==> src/rtl/prog_tick_counter.sv <==
// Programmable terminal-count tick generator: periodic or one-shot, with sticky done.
// Optional macro TICKCNT_PRESCALE_EN adds a tick_in strobe gating every advance cycle.
module prog_tick_counter #(
    parameter int WIDTH         = 7,
    parameter int DEFAULT_LIMIT = 100
) (
    input  logic             clk,
    input  logic             rst,
    input  logic             en,
    input  logic             start,
    input  logic             mode,
    input  logic             clr,
    input  logic             load,
    input  logic [WIDTH-1:0] limit_in,
    input  logic             done_ack,
`ifdef TICKCNT_PRESCALE_EN
    input  logic             tick_in,
`endif
    output logic             tick,
    output logic             busy,
    output logic             done,
    output logic [WIDTH-1:0] count,
    output logic [WIDTH-1:0] limit
);

    typedef enum logic [1:0] {IDLE, RUN, HALT} state_t;

    state_t state;
    logic   one_shot;
    logic   advance;
    logic   terminal;

`ifdef TICKCNT_PRESCALE_EN
    assign advance = (state == RUN) && en && tick_in;
`else
    assign advance = (state == RUN) && en;
`endif
    // >= (not ==) so a limit lowered below the running count still terminates
    assign terminal = advance && (count >= limit);

    always_ff @(posedge clk) begin
        if (rst) begin
            state    <= IDLE;
            count    <= '0;
            tick     <= 1'b0;
            busy     <= 1'b0;
            done     <= 1'b0;
            limit    <= WIDTH'(DEFAULT_LIMIT);
            one_shot <= 1'b0;
        end else begin
            // load is independent of the state machine; compare above sees the old limit
            if (load)
                limit <= limit_in;

            if (clr) begin
                state <= IDLE;
                count <= '0;
                tick  <= 1'b0;
                busy  <= 1'b0;
                done  <= 1'b0;
            end else if (start) begin
                state    <= RUN;
                count    <= '0;
                tick     <= 1'b0;
                busy     <= 1'b1;
                one_shot <= mode;
                if (done_ack)
                    done <= 1'b0;
            end else if (terminal) begin
                count <= '0;
                tick  <= 1'b1;
                done  <= 1'b1;
                if (one_shot) begin
                    state <= HALT;
                    busy  <= 1'b0;
                end
            end else begin
                if (advance)
                    count <= count + 1'b1;
                tick <= 1'b0;
                if (done_ack)
                    done <= 1'b0;
            end
        end
    end

endmodule

==> config.mk <==
export PLATFORM = sky130hd
export DESIGN_NAME = prog_tick_counter
export DESIGN_NICKNAME = d
export VERILOG_FILES = /design/src/rtl/prog_tick_counter.sv
export SDC_FILE = /design/constraint.sdc
export NUM_CORES = 1
export LEC_CHECK = 0
export ABC_AREA = 1
export CAP_MARGIN = 10
export CORE_MARGIN = 8
export CORE_UTILIZATION = 45
export CTS_BUF_LIST = sky130_fd_sc_hd__clkbuf_4
export CTS_CLUSTER_DIAMETER = 200
export DETAILED_ROUTE_END_ITERATION = 12
export PLACE_DENSITY = 0.79
export REMOVE_ABC_BUFFERS = 1
export SYNTH_ARGS = -nofsm -noshare
export SYNTH_HDL_FRONTEND = slang
export SYNTH_SLANG_ARGS = --single-unit
==> constraint.sdc <==
create_clock -name clk -period 2.9 [get_ports clk]
set_input_delay 0.29 -clock clk [delete_from_list [all_inputs] [get_ports clk]]
set_output_delay 0.29 -clock clk [all_outputs]
set_load 0.01 [all_outputs]
=== After elaboration in Yosys (flattened, before gate mapping) ===
Cells that the tools add are included.
W data, S select, Z words.

* Register bits after elaboration: 20
* Word-level logic and storage cells: 32

* Equal/unequal tests: 1
* $add $sub $neg: 1
* Order comparisons: 1
* Multiplexer cells: 10
* Bitwise gates (word level): 1
* Reductions and logical operators: 10

{| class="wikitable"
|+ Operators by type and width
! cell !! number
|-
| $mux W1 || 10
|-
| $add A7 B1 Y7 const B || 1
|-
| $ge A7 B7 Y1 || 1
|-
| $reduce_and A2 Y1 || 3
|-
| $reduce_bool A2 Y1 || 2
|-
| $reduce_or A4 Y1 || 1
|-
| $reduce_or A3 Y1 || 1
|-
| $eq A2 B1 Y1 const B || 1
|-
| $logic_and A1 B1 Y1 || 2
|-
| $reduce_or A2 Y1 || 1
|-
| $not A1 Y1 || 1
|}

=== Longest topological paths before layout ===
Gate-level depths: netlist (run 1).

* Depth in word-level cells: 5
* Depth in mapped cells: 10
* Mapped depth without buffers: 10

=== Worst setup path after synthesis (run 1) ===
Ideal clock, no wire load.

* Kind: flip-flop to flip-flop
* From: register limit[6]
* To: register count[2]
* Stages on the path, launching flop included: 10
* Arrival time: 1355 ps
* Path slack: 1473 ps
* Library setup time: 73 ps
* Required time: 2827 ps
* Clock period less this slack: 1427 ps
* Cell sequence: dfxtp_1 inv_1 ha_1 nand2_1 inv_1 a21oi_2 nand3_2 nand2_2 nand2_4 nor3b_2

* Word-level cells in the longest chain between the ends: 3

{| class="wikitable"
|+ Ends and longest elaborated chain
! item !! RTL line !! text
|-
| from (decl) || 23 || <nowiki>output logic [WIDTH-1:0] limit</nowiki>
|-
| from (signal assigned) || 48 || <nowiki>limit <= WIDTH'(DEFAULT_LIMIT);</nowiki>
|-
| from (signal assigned) || 53 || <nowiki>limit <= limit_in;</nowiki>
|-
| $ge A7 B7 Y1 || 39 || <nowiki>assign terminal = advance && (count >= limit);</nowiki>
|-
| $logic_and A1 B1 Y1 || 39 ||
|-
| $reduce_or A4 Y1 (no source line) || - ||
|-
| to (signal assigned) || 79 || <nowiki>count <= count + 1'b1;</nowiki>
|-
| to (decl) || 22 || <nowiki>output logic [WIDTH-1:0] count,</nowiki>
|}

Every way passes these cells.
A chain may end at the register's enable or synchronous reset.

=== Final worst setup path (run 1) ===
* From: register count[3]
* To: output port count[3]

No word-level cell between the ends.

==> results_dict.tcl, run 1 <==
set metrics [dict create \
    cp-end-kind "primary output" \
    power.leakage_nw 0.582 \
    maxSlewHeadroom_pct 82.2 \
    synth_area_per_cell_sq_um 7.99 \
    grt_pass1_wl_mm 3.84 \
    core_sq_um 1960 \
    drtIter0Drc 16 \
    grt_usage_pct 13.2 \
    ys_warn_count 0 \
    htreeDepth 1 \
    rows 16 \
    dieArea_sq_um 3820 \
    syn_to_final_growth_pct 39.7 \
    wl_mm 2.20 \
    drtPass1Iterations 4 \
    syn_inst 118 \
    die_w_microns 61.8 \
    yosysSeqAreaShare_pct 40.3 \
    finalCriticalPeriod_ps 1610 \
    path_clk_slew_ps 110 \
    drt-vias-per-instance 4.78 \
    crit_family "buffers and inverters" \
    hold_class "flop to flop" \
    cp.required_ps 2610 \
    start_kind "flop" \
    hold_viol_final 0 \
    peakVddDrop_mv 0.210 \
    fin_nets 177 \
    top_layer "met4" \
    critPathKind "flop to primary output" \
    clock_sinks 19 \
    crit_chain "clkdlybuf4s50_1" \
    power.density_nw_per_um2 371 \
    slew_violations 0 \
    cts_resized 0 \
    overflow 0 \
    ant_nets 0 \
    cts_buffers 3 \
    diodes 0 \
    rsz0062_at_grt "no" \
    multiInputGateArea_sq_um 484 \
    initial_utilization_pct 48.1 \
    wl_met2_mm 1.13 \
    dp.final_hpwl_mm 1.85 \
    dpl.cell_count 176 \
    drc_errors 0 \
    tns_ps 0 \
    cts_buffer_depth 2 \
    ys_ff_latch 19 \
    io_pins 32 \
    period_share_pct 55.6 \
    drive_above_1_share_pct 8.50 \
    skew_ps 2.34 \
    ctsRootBufferMaster "clkbuf_4" \
    final_cell_count_no_fill 180 \
    worstPathArrival_ps 1320 \
    cp_slowest_cell "clkdlybuf4s50_1" \
    seq_area_sq_um 380 \
    drt-met1-wl_microns 945 \
    port_buffers 31 \
    status "finished clean" \
    cp_max_fo 6 \
    synthesis.area_sq_um 943 \
    wl_per_cell_microns 12.2 \
    slowest_delay_ps 580 \
    fmax_ghz 0.620 \
    whs_ps 502 \
    setup_viol 0 \
    worst-path-buf-inv 1 \
    worstMarginPinSlew_ps 266 \
    cts_tree "yes" \
    cap_violations 0 \
    synth_cell_types 21 \
    wl_met3_microns 89 \
    die-height_microns 61.8 \
    postCtsSetupBuffers 0 \
    holdBufCountCts 0 \
    clk_latency_ps 290 \
    grt_pass1_vias 950 \
    vias 860 \
    antenna_found_initial 0 \
    fillCellCount 189 \
    grt_max_degree 11 \
    routabilityCongestion 0.758 \
]
[path summary, 6_finish.rpt]
| kind | from | endpoint | slack (ps) | depth (start not counted) |
|---|---|---|---|---|
| worst min register to register | limit[1] | limit[1] | 500 | 2 |
| worst max-delay path | count[3] | count[3] | 1290 | 1 |
| worst min-delay path | limit[1] | limit[1] | 500 | 2 |
| worst max register to register | limit[6] | count[2] | 1390 | 9 |
[synthesized netlist by cell type]
cell | instances | area share [%]
dfxtp_1 | 19 | 40
nand3_1 | 5 | 2.7
ha_1 | 8 | 11
nand3_2 | 1 | 1.1
a21oi_2 | 1 | 0.93
nor2_2 | 2 | 1.3
nand2_4 | 1 | 1.2
inv_1 | 21 | 8.4
nand3_4 | 1 | 1.9
nand4_1 | 1 | 0.66
a21oi_1 | 11 | 5.8
nand3b_1 | 1 | 0.80
nor3_4 | 1 | 1.7
xor2_1 | 4 | 3.7
nand2_2 | 1 | 0.66
o21ai_1 | 1 | 0.53
nand2_1 | 16 | 6.4
nor3_1 | 1 | 0.53
nor2_1 | 12 | 4.8
o21ai_0 | 9 | 4.8
nor3b_2 | 1 | 1.3
[sequential cells by signal, indices dropped and copies added (netlist names)]
register / cells
tick: 1
count: 7
one_shot: 1
state: 2
done: 1
limit: 7
[per-layer routing]
layer | global-route usage (%) | vias up
met3 | 1.85 | 2
li1 | - | 448
met2 | 24.4 | 18
met1 | 14.4 | 392
met5 | 0 | -
met4 | 5.84 | 0
[kinds of logic (layout without fill, tap and decap cells)]
logic type	count (synthesis)	in the layout	synth area share, %
and+or+nand+nor	44	44	24.9
DFF	19	19	40.3
xor gates and xnor gates	4	4	3.71
buffers and inverters	21	56	8.36
AOI/OAI and AO/OA	22	22	12.1
adders and majority gates	8	8	10.6
[stage by stage]
stage / setup WS (ps) / area [sq um] / total power (W) / util (%)
3_5_place_dp: 1340 / 1290 / 0.000354 / 65.6
2_1_floorplan: 1470 / 943 / 0.000310 / -
6_report: 1290 / 1320 / 0.000489 / 67.2
5_1_grt: 1190 / 1320 / 0.000517 / 67.2
3_3_place_gp: 1380 / 1290 / 0.000351 / 65.6
4_1_cts: 1270 / 1320 / 0.000496 / 67.2
[layout make-up]
type	count	area share, %
clock buffers	4	2.28
inverters	21	5.98
multi-input cells	78	36.8
flip-flops and latches	19	28.9
well taps	27	2.56
repair buffers	31	23.6
[cells in the final DEF (no fill, tap or decap)]
cell             count
nand2_4              1
ha_1                 8
nor2_1              12
a21oi_2              1
inv_1               21
nor3b_2              1
clkdlybuf4s50_1     31
nand4_1              1
o21ai_0              9
o21ai_1              1
dfxtp_1             19
a21oi_1             11
nand3_2              1
nand2_1             16
nor2_2               2
nand3_4              1
xor2_1               4
clkbuf_4             4
nor3_4               1
nand2_2              1
nor3_1               1
nand3b_1             1
nand3_1              5
[where the power goes]
| group | switching [W] | total, W | internal, W |
|---|---|---|---|
| registers | 0.00000536 | 0.000275 | 0.000269 |
| clock network | 0.0000789 | 0.000142 | 0.0000627 |
| logic | 0.0000325 | 0.0000729 | 0.0000405 |
| total | 0.000117 | 0.000489 | 0.000373 |
Power figures use the tool's default switching activity.
==> run 2: changes to the inputs <==
--- a/config.mk
+++ b/config.mk
@@ -8,11 +8,11 @@
 export ABC_AREA = 1
 export CAP_MARGIN = 10
 export CORE_MARGIN = 8
-export CORE_UTILIZATION = 45
+export CORE_UTILIZATION = 42
 export CTS_BUF_LIST = sky130_fd_sc_hd__clkbuf_4
 export CTS_CLUSTER_DIAMETER = 200
 export DETAILED_ROUTE_END_ITERATION = 12
-export PLACE_DENSITY = 0.79
+export PLACE_DENSITY = 0.78
 export REMOVE_ABC_BUFFERS = 1
 export SYNTH_ARGS = -nofsm -noshare
 export SYNTH_HDL_FRONTEND = slang
==> constraint.sdc (replaced) <==
create_clock -name clk -period 1.4 [get_ports clk]
set_input_delay 0.14 -clock clk [delete_from_list [all_inputs] [get_ports clk]]
set_output_delay 0.14 -clock clk [all_outputs]
set_load 0.01 [all_outputs]
==> run 2 against run 1 <==
  * The flow now finishes with violations (setup timing)
  * Total power grew 120%
  * Sequential cell count is the same
  * Via count grew 13%
  * Die area grew 5.3%
  * Cell count grew 7.2%
  * Clock-buffer cell count is the same
  * Design area grew 17%
  * Hold slack lost 95 ps
  * Register-to-register slack lost 1500 ps
  * Critical path depth grew 8
  * Clock skew grew 4.9 ps
  * Critical path type is now flop to flop
  * Highest routed layer unchanged
==> results_dict.tcl, run 2 (same netlist as run 1, synthesis figures left out) <==
set metrics [dict create \
    cts_tree "yes" \
    maxSlewHeadroom_pct 83.4 \
    clock_sinks 19 \
    cap_violations 0 \
    worstMarginPinSlew_ps 248 \
    swShare_pct 25.9 \
    worstReg2RegStart "limit[2]" \
    status "finished, violations left" \
    start_kind "flop" \
    syn_to_final_growth_pct 63.8 \
    crit_chain "inv_2 -> ha_4 -> a21oi_2 -> nand2_1 -> nand2_1 -> nand3_2 -> nand2_2 -> nand2_4 -> nor3b_2" \
    cp_max_fo 7 \
    slew_violations 0 \
    period_share_pct 107 \
    cts_buffers 3 \
    crit_start "limit[2]" \
    slowest_delay_ps 360 \
    critPathKind "flop to flop" \
    whs_ps 406 \
    p_int_w 0.000794 \
    grt_max_degree 11 \
    dieArea_sq_um 4020 \
    grt_pass1_wl_mm 4.08 \
    drive_above_1_share_pct 35.8 \
    final_common_cell "clkdlybuf4s50_1" \
    cts_buffer_depth 2 \
    drtPass1Iterations 4 \
    routabilityCongestion 0.799 \
    setup_viol 7 \
    wl_per_cell_microns 14.6 \
    cp-end-kind "flop" \
    setup_slack_ps -95.4 \
    combinationalPowerShare_pct 17.8 \
    overflow 0 \
    rows 17 \
    top_regs "count x7, limit x7, state x2" \
    grt_usage_pct 12.5 \
    rsz0062_at_grt "yes" \
    drt-vias-per-instance 5.04 \
    cp_slowest_cell "dfxtp_2" \
    grt_pass1_vias 968 \
    ant_nets 0 \
    sequentialPowerShare_pct 53.5 \
    clkPwrFrac_pct 28.7 \
    die-height_microns 63.4 \
    drtIter0Drc 35 \
    post-route-util_pct 71.2 \
    drc_errors 0 \
    finalCriticalPeriod_ps 1500 \
    fin_nets 189 \
    peakVddDrop_mv 0.751 \
    path_clk_slew_ps 110 \
    io_pins 32 \
    holdCritStartpoint "limit_in[0]" \
    ctsRootBufferMaster "clkbuf_4" \
    die_w_microns 63.4 \
    worst-path-buf-inv 1 \
    whs_path_depth 3 \
    r2r_cells 9 \
    antenna_found_initial 0 \
    hold_path_end "limit[0]" \
    most-common-layout-cells "21 x clkdlybuf4s50_1, 15 x inv_1, 13 x nand2_1" \
    skew_ps 7.28 \
    diodes 0 \
    htreeDepth 1 \
    port_buffers 31 \
    hold_viol_final 0 \
    crit_family "simple AND/OR/NAND/NOR gates" \
    core_sq_um 2170 \
    hold_class "input port to flop" \
    fmax_ghz 0.669 \
    crit_top_cell "nand2_1" \
    fillCellCount 162 \
    power.leakage_nw 0.717 \
    cp.required_ps 1640 \
    worstPathArrival_ps 1730 \
    vias 973 \
    reg2reg_to "count[2]" \
    initial_utilization_pct 43.5 \
    power.density_nw_per_um2 694 \
    violations "setup timing" \
    tns_ps -258 \
    clk_latency_ps 310 \
    r2r_slack_ps -100 \
    power_switching_w 0.000278 \
    dp.final_hpwl_mm 1.94 \
    wl_mm 2.82 \
]
==> run 2: worst max-delay path by stage <==
| stage | depth (start not counted) | end |
|---|---|---|
| detailed placement | 9 | count[2] |
| CTS | 2 | count[2] |
| global placement | 9 | count[2] |
| global route | 9 | count[2] |
| finish | 9 | count[2] |
| floorplan | 9 | count[2] |
==> run 2: power by group through the flow <==
stage	registers, W	clock network (W)	logic, W
2_1_floorplan	0.000587	0	0.0000551
4_1_cts	0.000569	0.000308	0.000165
3_3_place_gp	0.000580	0	0.000152
5_1_grt	0.000575	0.000333	0.000206
3_5_place_dp	0.000580	0	0.000159
6_report	0.000573	0.000308	0.000191
==> run 2: cell type report <==
cell class	instances	area, sq um	share of cell area, %
clock buffers	4	30.0	1.94
inverters	21	78.8	5.10
multi-input cells	78	609	39.4
flip-flops and latches	19	393	25.4
well taps	28	35.0	2.27
repair buffers	43	399	25.8
==> run 2: worst reg2reg max path: stages, from the launching register on <==
cell and delay (ps):
dfxtp_2 360, inv_2 50, ha_4 250, a21oi_2 150, nand2_1 80, nand2_1 80, nand3_2 100, nand2_2 100
nand2_4 90, nor3b_2 180
==> run 2: metrics by stage <==
step | setup slack, ps | cell area, sq um | cells | power, W
final | -95.4 | 1550 | 193 | 0.00107
after detailed placement | -89.8 | 1360 | 187 | 0.000739
after global routing | -157 | 1550 | 193 | 0.00111
after floorplan | -27.3 | 943 | 118 | 0.000642
after global placement | -10.1 | 1360 | 187 | 0.000732
after CTS | -76.3 | 1430 | 192 | 0.00104
==> run 2: layer usage <==
| layer | share of wire (%) | vias up | global-route usage [%] |
|---|---|---|---|
| li1 | - | 475 | - |
| met1 | 38 | 457 | 12.0 |
| met2 | 52 | 29 | 22.6 |
| met3 | 7.0 | 12 | 6.18 |
| met4 | 3.8 | 0 | 4.18 |
| met5 | 0 | - | 0 |
==> run 2: repair_timing <==
action / in CTS / in global routing
gates resized for setup: 19 / 25
setup buffers: 1 / 1
endpoints found under the setup margin: 16 / 14
hold buffers: 0 / 0
endpoints found under the hold margin: 0 / 0
pin swaps: 3 / 11
==> run 3: changes to the inputs <==
--- a/config.mk
+++ b/config.mk
@@ -7,13 +7,17 @@
 export LEC_CHECK = 0
 export ABC_AREA = 1
 export CAP_MARGIN = 10
+export CELL_PAD_IN_SITES_DETAIL_PLACEMENT = 0
+export CELL_PAD_IN_SITES_GLOBAL_PLACEMENT = 1
+export CORE_ASPECT_RATIO = 0.5
 export CORE_MARGIN = 8
-export CORE_UTILIZATION = 42
+export CORE_UTILIZATION = 30
 export CTS_BUF_LIST = sky130_fd_sc_hd__clkbuf_4
 export CTS_CLUSTER_DIAMETER = 200
 export DETAILED_ROUTE_END_ITERATION = 12
-export PLACE_DENSITY = 0.78
+export PLACE_DENSITY_LB_ADDON = 0.1
 export REMOVE_ABC_BUFFERS = 1
+export SLEW_MARGIN = 20
 export SYNTH_ARGS = -nofsm -noshare
 export SYNTH_HDL_FRONTEND = slang
 export SYNTH_SLANG_ARGS = --single-unit
==> run 3 against run 2 <==
  * The flow still finishes with violations (setup timing)
  * Cell count rose by 11%
  * Fmax is 0.54% higher
  * Sequential power about the same
  * Critical path type unchanged
  * Clock skew is 4.1 ps higher
  * Combinational power rose by 12%
  * Register-to-register slack hardly changed
  * Setup slack gained 8.0 ps
  * Largest power group unchanged
  * Design area increased by 9.5%
  * Global-route usage decreased by 3.0 points
  * Clock power fell by 3%
  * Clock-buffer cell count is the same
  * Via count fell by 6.0%
==> results_dict.tcl, run 3 (same netlist as run 1, synthesis figures left out) <==
set metrics [dict create \
    port_buffers 31 \
    wl_mm 2.60 \
    violations "setup timing" \
    clk_latency_ps 300 \
    cts_buffers 3 \
    period_share_pct 106 \
    sequentialPowerShare_pct 52.7 \
    cp.required_ps 1620 \
    syn_to_final_growth_pct 79.3 \
    power.leakage_nw 0.811 \
    rsz0062_at_grt "yes" \
    initial_utilization_pct 31.5 \
    finalCriticalPeriod_ps 1490 \
    peakVddDrop_mv 0.390 \
    p_int_w 0.000810 \
    placed_area_sq_um 1440 \
    maxSlewHeadroom_pct 72.3 \
    hold_class "input port to flop" \
    worstMarginPinSlew_ps 414 \
    grt_max_degree 11 \
    ctsRootBufferMaster "clkbuf_4" \
    die_w_microns 95.3 \
    cp-end-kind "flop" \
    r2r_slack_ps -90 \
    clock_sinks 19 \
    setup_viol 7 \
    path_clk_slew_ps 110 \
    cp_max_fo 7 \
    drtIter0Drc 22 \
    top_layer "met3" \
    htreeDepth 1 \
    drt-vias-per-instance 4.26 \
    clkPwrFrac_pct 27.6 \
    wl_per_cell_microns 12.1 \
    final_area_sq_um 1690 \
    r2r_cells 9 \
    die-height_microns 55.7 \
    reg2reg_to "count[2]" \
    worstPathArrival_ps 1710 \
    crit_start "limit[4]" \
    vias 915 \
    cp-endpoint "count[2]" \
    drc_errors 0 \
    setup_slack_ps -87.4 \
    core_sq_um 3000 \
    drive_above_1_share_pct 44.6 \
    rows 14 \
    status "finished, violations left" \
    cts_buffer_depth 2 \
    grt_pass1_vias 900 \
    dp.final_hpwl_mm 1.92 \
    slew_violations 0 \
    routabilityCongestion 0.708 \
    fmax_ghz 0.672 \
    combinationalPowerShare_pct 19.7 \
    grt_pass1_wl_mm 4.02 \
    worstReg2RegStart "limit[4]" \
    dpl.cell_count 207 \
    hold_viol_final 0 \
    swShare_pct 25.4 \
    drtPass1Iterations 4 \
    overflow 0 \
    final_common_cell "buf_4" \
    wl_met2_mm 1.11 \
    antenna_found_initial 0 \
    critPathKind "flop to flop" \
    final_cell_count_no_fill 215 \
    dieArea_sq_um 5300 \
    io_pins 32 \
    wl_met3_microns 182 \
    drt-met1-wl_mm 1.30 \
    cts_tree "yes" \
    start_kind "flop" \
    power_switching_w 0.000275 \
    skew_ps 11.4 \
    fin_nets 199 \
    cap_violations 0 \
    ant_nets 0 \
    grt_usage_pct 9.47 \
    fillCellCount 279 \
    top_regs "count x7, limit x7, state x2" \
    power.density_nw_per_um2 641 \
    diodes 0 \
    most-common-layout-cells "21 x buf_4, 17 x clkdlybuf4s50_1, 13 x dfxtp_2" \
    place_ws_ps -93.9 \
]
run 3: cell count changes in the layout (fill, tap and decap cells not counted), moves of 2 or more:
| cell | change |
|---|---|
| buf_4 | +9 |
| clkdlybuf4s50_1 | -4 |
| dfxtp_1 | -4 |
| a21oi_2 | -3 |
| dfxtp_2 | +3 |
| inv_1 | -3 |
| nand2_1 | -3 |
| a21oi_1 | +2 |
| buf_6 | +2 |
| dlygate4sd2_1 | +2 |
| inv_2 | +2 |
| nand2_4 | +2 |
| nand3_2 | -2 |
run 3: layout make-up:
type | instances | area, sq um | area share (%)
Multi-Input combinational cell | 78 | 651 | 38.5
Clock buffer | 4 | 30.0 | 1.78
Sequential cell | 19 | 400 | 23.7
Inverter | 21 | 81.3 | 4.81
Tap cell | 40 | 50.0 | 2.96
Timing Repair Buffer | 53 | 479 | 28.3
run 3: worst max-delay path, cell delays in order, from the launching register on:
cell     delay (ps)
dfxtp_2         350
inv_2            50
ha_4            220
nand2_1          80
nand2_1         100
a21oi_4         150
nand3_4         100
nand2_4         110
nand2_8          80
nor3b_2         170
run 3: worst min path at each step:
stage | start | endpoint | cells past startpoint
after floorplan | rst | limit[2] | 2
after global placement | limit[1] | limit[1] | 2
after detailed placement | limit[1] | limit[1] | 2
after CTS | limit_in[5] | limit[5] | 3
after global routing | limit_in[0] | limit[0] | 3
final | limit_in[0] | limit[0] | 3
run 3: power groups by stage:
stage / registers, W / clock network (W) / logic, W
CTS: 0.000570 / 0.000315 / 0.000172
global placement: 0.000580 / 0 / 0.000174
global route: 0.000574 / 0.000331 / 0.000235
finish: 0.000572 / 0.000299 / 0.000213
detailed placement: 0.000580 / 0 / 0.000175
floorplan: 0.000587 / 0 / 0.0000551
run 3: per-layer routing:
layer	global-route usage (%)	up-vias
met5	0	-
met4	1.32	0
met3	4.98	0
met2	13.1	20
met1	12.8	401
li1	-	494
run 3: metrics by stage:
step / power, W / setup TNS (ps) / utilization, % / hold slack, ps
4_1_cts: 0.00106 / -687 / 49.6 / 425
3_3_place_gp: 0.000754 / -194 / 48.0 / 476
6_report: 0.00108 / -207 / 56.5 / 425
2_1_floorplan: 0.000642 / -27.3 / - / 240
3_5_place_dp: 0.000755 / -391 / 48.0 / 484
5_1_grt: 0.00114 / -960 / 56.5 / 422
run 3: what timing repair did:
| item | CTS | global route |
|---|---|---|
| pin swaps | 4 | 14 |
| setup buffers | 1 | 3 |
| gates resized for setup | 17 | 50 |
| endpoints found under the setup margin | 22 | 15 |
| hold buffers | 0 | 0 |
